[src/rtl/instr_fetch_unit.sv]
// Instruction fetch unit: holds the PC, issues one-at-a-time read requests to
// the L1-I, buffers returned {pc, instr} pairs in a 2-entry FIFO toward decode,
// and sequences branch redirects and fence.i-driven cache flushes.
//
// state   | meaning
// --------+-------------------------------------------------------------
// S_IDLE  | no request outstanding; decide between flush, fetch or wait
// S_REQ   | read strobe to L1-I for exactly one cycle
// S_WAIT  | waiting for the word of the outstanding request
// S_DRAIN | outstanding request is stale (redirected); discard its word
// S_FLUSH | one-cycle L1-I invalidate pulse, clears the pending fence
module instr_fetch_unit #(
   parameter int                ADDR_W     = 32,
   parameter int                TAG_W      = 20,
   parameter int                INDEX_W    = 6,
   parameter int                OFFSET_W   = 6,
   parameter logic [ADDR_W-1:0] RESET_PC   = 32'h0000_0000,
   parameter int                FIFO_DEPTH = 2
) (
   input  logic                clk,
   input  logic                nrst,
   input  logic                enable,
   input  logic                redirect,
   input  logic [ADDR_W-1:0]   redirect_pc,
   input  logic                fence_i,
   input  logic                stall,
   input  logic                instr_valid_in,
   input  logic [31:0]         instr_in,
   output logic [TAG_W-1:0]    tag,
   output logic [INDEX_W-1:0]  index,
   output logic [OFFSET_W-1:0] offset,
   output logic                read_C_L1,
   output logic                write_C_L1,
   output logic                flush,
   output logic [31:0]         inst_out,
   output logic [ADDR_W-1:0]   pc_out,
   output logic                inst_valid,
   input  logic                inst_ready
);

   typedef enum logic [2:0] {S_IDLE, S_REQ, S_WAIT, S_DRAIN, S_FLUSH} state_t;

   state_t              state, state_next;
   logic [ADDR_W-1:0]   pc, pc_next;
   logic [ADDR_W-1:0]   req_addr;
   logic                fence_pending;
   logic [ADDR_W-1:0]   fifo_pc    [2];
   logic [31:0]         fifo_instr [2];
   logic                wr_ptr, rd_ptr;
   logic [1:0]          count, count_after;
   logic                push, pop, fence_req, idle_issue, wait_issue;

   // A redirect empties the FIFO, so a pop in the same cycle is lost.
   assign pop         = inst_valid && inst_ready && !redirect;
   assign push        = (state == S_WAIT) && instr_valid_in && !redirect;
   assign count_after = count + 2'(push) - 2'(pop);
   // A fence that is pending or arriving now blocks new fetches until flushed.
   assign fence_req   = fence_pending || fence_i;
   assign idle_issue  = enable && !stall && !fence_req && (int'(count) < FIFO_DEPTH);
   assign wait_issue  = enable && !stall && !fence_req && (int'(count_after) < FIFO_DEPTH);

   // Next-state and PC update; redirect overrides everything else.
   always_comb begin
      state_next = state;
      pc_next    = pc;
      case (state)
         S_IDLE: begin
            if (fence_pending)   state_next = S_FLUSH;
            else if (idle_issue) state_next = S_REQ;
         end
         S_REQ:   state_next = S_WAIT;
         S_WAIT: begin
            if (instr_valid_in) begin
               pc_next    = pc + ADDR_W'(4);
               state_next = wait_issue ? S_REQ : S_IDLE;
            end
         end
         S_DRAIN: begin
            if (instr_valid_in) state_next = S_IDLE;
         end
         S_FLUSH: state_next = S_IDLE;
         default: state_next = S_IDLE;
      endcase
      if (redirect) begin
         pc_next = redirect_pc & ~ADDR_W'(3);
         case (state)
            S_REQ:   state_next = S_DRAIN;
            S_WAIT:  state_next = instr_valid_in ? S_IDLE : S_DRAIN;
            // The stale word may land in the same cycle as a second redirect.
            S_DRAIN: state_next = instr_valid_in ? S_IDLE : S_DRAIN;
            default: state_next = S_IDLE;
         endcase
      end
   end

   // FSM, PC, request address and sticky fence flag.
   always_ff @(posedge clk or negedge nrst) begin
      if (!nrst) begin
         state         <= S_IDLE;
         pc            <= RESET_PC;
         req_addr      <= RESET_PC;
         fence_pending <= 1'b0;
      end else begin
         state <= state_next;
         pc    <= pc_next;
         // Latch the address as the request issues so it holds through the wait.
         if (state_next == S_REQ) req_addr <= pc_next;
         if (fence_i)                fence_pending <= 1'b1;
         else if (state == S_FLUSH)  fence_pending <= 1'b0;
      end
   end

   // Two-entry output FIFO toward decode.
   always_ff @(posedge clk or negedge nrst) begin
      if (!nrst) begin
         wr_ptr        <= 1'b0;
         rd_ptr        <= 1'b0;
         count         <= 2'd0;
         fifo_pc[0]    <= '0;
         fifo_pc[1]    <= '0;
         fifo_instr[0] <= '0;
         fifo_instr[1] <= '0;
      end else if (redirect) begin
         wr_ptr <= 1'b0;
         rd_ptr <= 1'b0;
         count  <= 2'd0;
      end else begin
         if (push) begin
            fifo_pc[wr_ptr]    <= pc;
            fifo_instr[wr_ptr] <= instr_in;
            wr_ptr             <= ~wr_ptr;
         end
         if (pop) rd_ptr <= ~rd_ptr;
         count <= count_after;
      end
   end

   assign tag        = req_addr[ADDR_W-1 -: TAG_W];
   assign index      = req_addr[OFFSET_W +: INDEX_W];
   assign offset     = req_addr[OFFSET_W-1:0];
   assign read_C_L1  = (state == S_REQ);
   assign flush      = (state == S_FLUSH);
   assign write_C_L1 = 1'b0;
   assign inst_valid = (count != 2'd0);
   assign inst_out   = inst_valid ? fifo_instr[rd_ptr] : '0;
   assign pc_out     = inst_valid ? fifo_pc[rd_ptr] : '0;

endmodule
[config.mk]
export PLATFORM = sky130hd
export DESIGN_NAME = instr_fetch_unit
export DESIGN_NICKNAME = d
export VERILOG_FILES = /design/src/rtl/instr_fetch_unit.sv
export SDC_FILE = /design/constraint.sdc
export NUM_CORES = 1
export LEC_CHECK = 0
export BUFFER_PORTS_ARGS = -buffer_cell sky130_fd_sc_hd__buf_2
export CORE_MARGIN = 2
export CORE_UTILIZATION = 60
export DETAILED_ROUTE_END_ITERATION = 16
export PLACE_DENSITY = 0.85
export REMOVE_ABC_BUFFERS = 1
export SETUP_SLACK_MARGIN = 0.02
export SLEW_MARGIN = 10
export SYNTH_ARGS = -nofsm -noshare
export SYNTH_HDL_FRONTEND = slang
export SYNTH_SLANG_ARGS = --single-unit
[constraint.sdc]
create_clock -name clk -period 5.3 [get_ports clk]
set_input_delay 0.265 -clock clk [delete_from_list [all_inputs] [get_ports clk]]
set_output_delay 0.265 -clock clk [all_outputs]
set_load 0.02 [all_outputs]
==> impl_metrics.py <==
metrics = {
    "sta": {
        "slew_headroom_pct": 22.4,
        "holdWs_ns": 0.0444,
        "hold_violations": 0,
        "finalCritPeriodShare_pct": 70.8,
        "setup_violations": 0,
        "worst_slew_pin_slew_ns": 1.16,
        "fmax_ghz": 0.267,
        "min_period_ns": 3.75,
        "rsz0062_at_grt": "no",
        "report.final.slew_viol_count": 0,
        "skew_ns": 0.00949,
    },
    "clock_tree": {
        "cts_resized": 0,
        "cts_sinks": 200,
        "root_buffer": "clkbuf_16",
        "cts_tree": "yes",
        "post-cts-setup-buffers": 0,
        "cts_made_buffers": 17,
        "clkTransAtPathRegs_ns": 0.07,
        "cts_buffer_depth": 2,
        "hold_buffers": 1,
        "htree_num_levels": 4,
        "insertion_delay_ns": 0.43,
    },
    "routing": {
        "vias_per_cell": 5.97,
        "dr.pass1.iters": 5,
        "drt_iter0_drc": 556,
        "ant_nets": 0,
        "routedWlPerCell_um": 18.8,
        "drcViolationCount": 0,
        "vias": 6736,
        "finalWirelength_um": 21200,
    },
    "worst_setup_path": {
        "cp_max_fo": 23,
        "required_ns": 5.61,
        "critical_path_arrival_ns": 4.06,
        "critPathCaptureType": "flip-flop",
        "startpoint_type": "flip-flop",
        "crit_type": "reg -> reg",
    },
    "pwr": {
        "vdd_drop_max_mv": 0.251,
        "p_leak_nw": 5.13,
        "finalPower_mw": 4.10,
        "pwr-share-seq_pct": 48.3,
        "internal_power_mw": 2.95,
        "combPwrFrac_pct": 18.3,
        "power_switching_mw": 1.16,
        "switching_share_pct": 28.2,
        "p_clk_share_pct": 33.4,
        "p_per_area_nw_per_um2": 380,
    },
    "grt": {
        "grt_pass1_vias": 6705,
        "gr-usage-all-layers_pct": 26.6,
        "grt_max_degree": 111,
        "grt_first_pass_wirelength_um": 33900,
        "grt-ovfl-total": 0,
        "antenna_found_initial": 0,
    },
    "synth": {
        "ys_ff_latch": 200,
        "synthesis.instances": 781,
        "synth_top_family_by_area": "multiplexers",
        "seq_area_frac_synth_pct": 54.3,
        "ys_types": 42,
        "synth-edff-count": 0,
        "synth_area_um2": 9220,
        "synthMuxAreaShare_pct": 23.4,
        "syn_avg_cell_area_um2": 11.8,
        "ys_warn_count": 0,
        "async_reset_ff_share_pct": 100,
        "synthFlopType": "dfrtp_1",
        "synth-adder-area-share_pct": 0.407,
        "synth_compound_area_share_pct": 6.94,
        "synthSimpleGateAreaFrac_pct": 10.5,
        "synth_xor_area_share_pct": 1.48,
    },
    "worst_hold_path": {
        "hold_class": "in -> reg",
    },
    "die": {
        "start_util_pct": 61.1,
        "fp.dieW_um": 128,
        "core-area_um2": 15100,
        "dieHeight_um": 128,
        "rows": 45,
        "io_pins": 172,
        "die_area_um2": 16400,
    },
    "place": {
        "hpwl_um": 13800,
        "dpl-instance-area_um2": 10200,
        "io_buffers": 168,
        "place_inst": 1095,
        "place.gp.congestion": 0.799,
    },
    "finish": {
        "drive_gt1_share_pct": 36.8,
        "syn2layout_area_growth_pct": 17.2,
        "layout.cells.non_filler": 1128,
        "diodes": 0,
        "fillCellCount": 1073,
        "post-route-cell-area_um2": 10800,
        "nets": 1002,
        "final_core_util_pct": 71.6,
    },
    "run": {
        "maxCapViolations": 0,
    },
    "run_status": {
        "run_status": "completed",
    },
}
[worst max-delay path: stages, from the launching register on]
cell and delay [ns]:
dfrtp_1 0.46, nor4_1 0.54, inv_1 0.18, ha_1 0.32
inv_1 0.04, ha_1 0.18, xnor3_1 0.27, a21oi_1 0.24
nor2_2 0.97, mux2_2 0.42
[logic make-up (layout without fill, tap and decap cells)]
logic type | Yosys count | after routing
compound gates | 108 | 108
xor+xnor | 14 | 14
fa+ha+maj | 3 | 3
buf+inv | 61 | 220
flops | 200 | 200
mux | 199 | 199
other cells | 1 | 1
simple gates | 195 | 195
[cell usage after synthesis, drive strengths merged, types with 5 or more instances]
master | number | area (µm²)
mux2i | 65 | 651
nor4 | 13 | 81.3
buf | 27 | 138
nor2 | 94 | 353
clkbuf | 22 | 82.6
a21oi | 23 | 115
and3 | 5 | 31.3
a31oi | 37 | 231
o21ai | 27 | 135
nand4 | 12 | 75.1
dfrtp | 200 | 5000
nand2 | 28 | 105
xnor2 | 9 | 78.8
nand4b | 6 | 52.6
nand3 | 8 | 40.0
o31ai | 18 | 135
nand4bb | 5 | 56.3
mux2 | 134 | 1510
inv | 11 | 41.3
[power by group through the flow]
stage / Clock [mW] / Sequential, mW / Combinational, mW
after global placement: 0 / 1.99 / 0.720
after detailed placement: 0 / 2.01 / 0.752
after CTS: 1.39 / 1.98 / 0.758
after floorplan: 0 / 2.06 / 0.398
after global routing: 1.45 / 2.02 / 0.825
final: 1.37 / 1.98 / 0.750
[per-stage QoR]
stage,setup TNS [ns],setup WS (ns)
finish,0,1.55
detailed placement,0,1.39
CTS,0,1.56
global placement,0,1.37
global route,0,1.33
floorplan,-0.775,-0.155
[registers in the layout, indices dropped and copies added (netlist names)]
register	flops
count	2
fence_pending	1
fifo_instr	64
fifo_pc	64
pc	32
rd_ptr	1
req_addr	32
state	3
wr_ptr	1
[final cells by class]
cell class                 instances  area [µm²]  share of cell area (%)
inverter                          12        45.0                   0.417
clock buffer                      20         457                    4.23
sequential                       200        5010                    46.4
clock inverter                    12         174                    1.61
timing repair buffer             176         912                    8.44
tap                              188         235                    2.18
multi-input combinational        520        3970                    36.8
[placed cells by master, fill, tap and decap left out, drive strengths merged, types with 21 or more instances in the layout]
cell type | netlist | layout
nand2 | 28 | 28
nor2 | 94 | 94
mux2 | 134 | 134
clkbuf | 22 | 21
a31oi | 37 | 37
buf | 27 | 174
a21oi | 23 | 23
mux2i | 65 | 65
o21ai | 27 | 27
dfrtp | 200 | 200
[metal layers]
metal  GRT usage (%)  part of all wire [%]
met5               0                     0
met4            8.34                   1.4
met3            5.76                   6.6
met2            43.3                    48
met1            36.0                    44
[path summary, 6_finish.rpt]
| check | startpoint | to | slack [ns] | depth (start not counted) |
|---|---|---|---|---|
| max | state[0] | req_addr[11] | 1.55 | 9 |
| min | redirect_pc[5] | pc[5] | 0.04 | 3 |
| max reg2reg | state[0] | req_addr[11] | 1.55 | 9 |
| min reg2reg | req_addr[11] | req_addr[11] | 0.51 | 1 |
| max in group asynchronous | nrst | fifo_instr[13] | 3.63 | 3 |
| min in group asynchronous | nrst | fifo_instr[30] | 0.48 | 2 |
(Power assumes the default switching activity.)
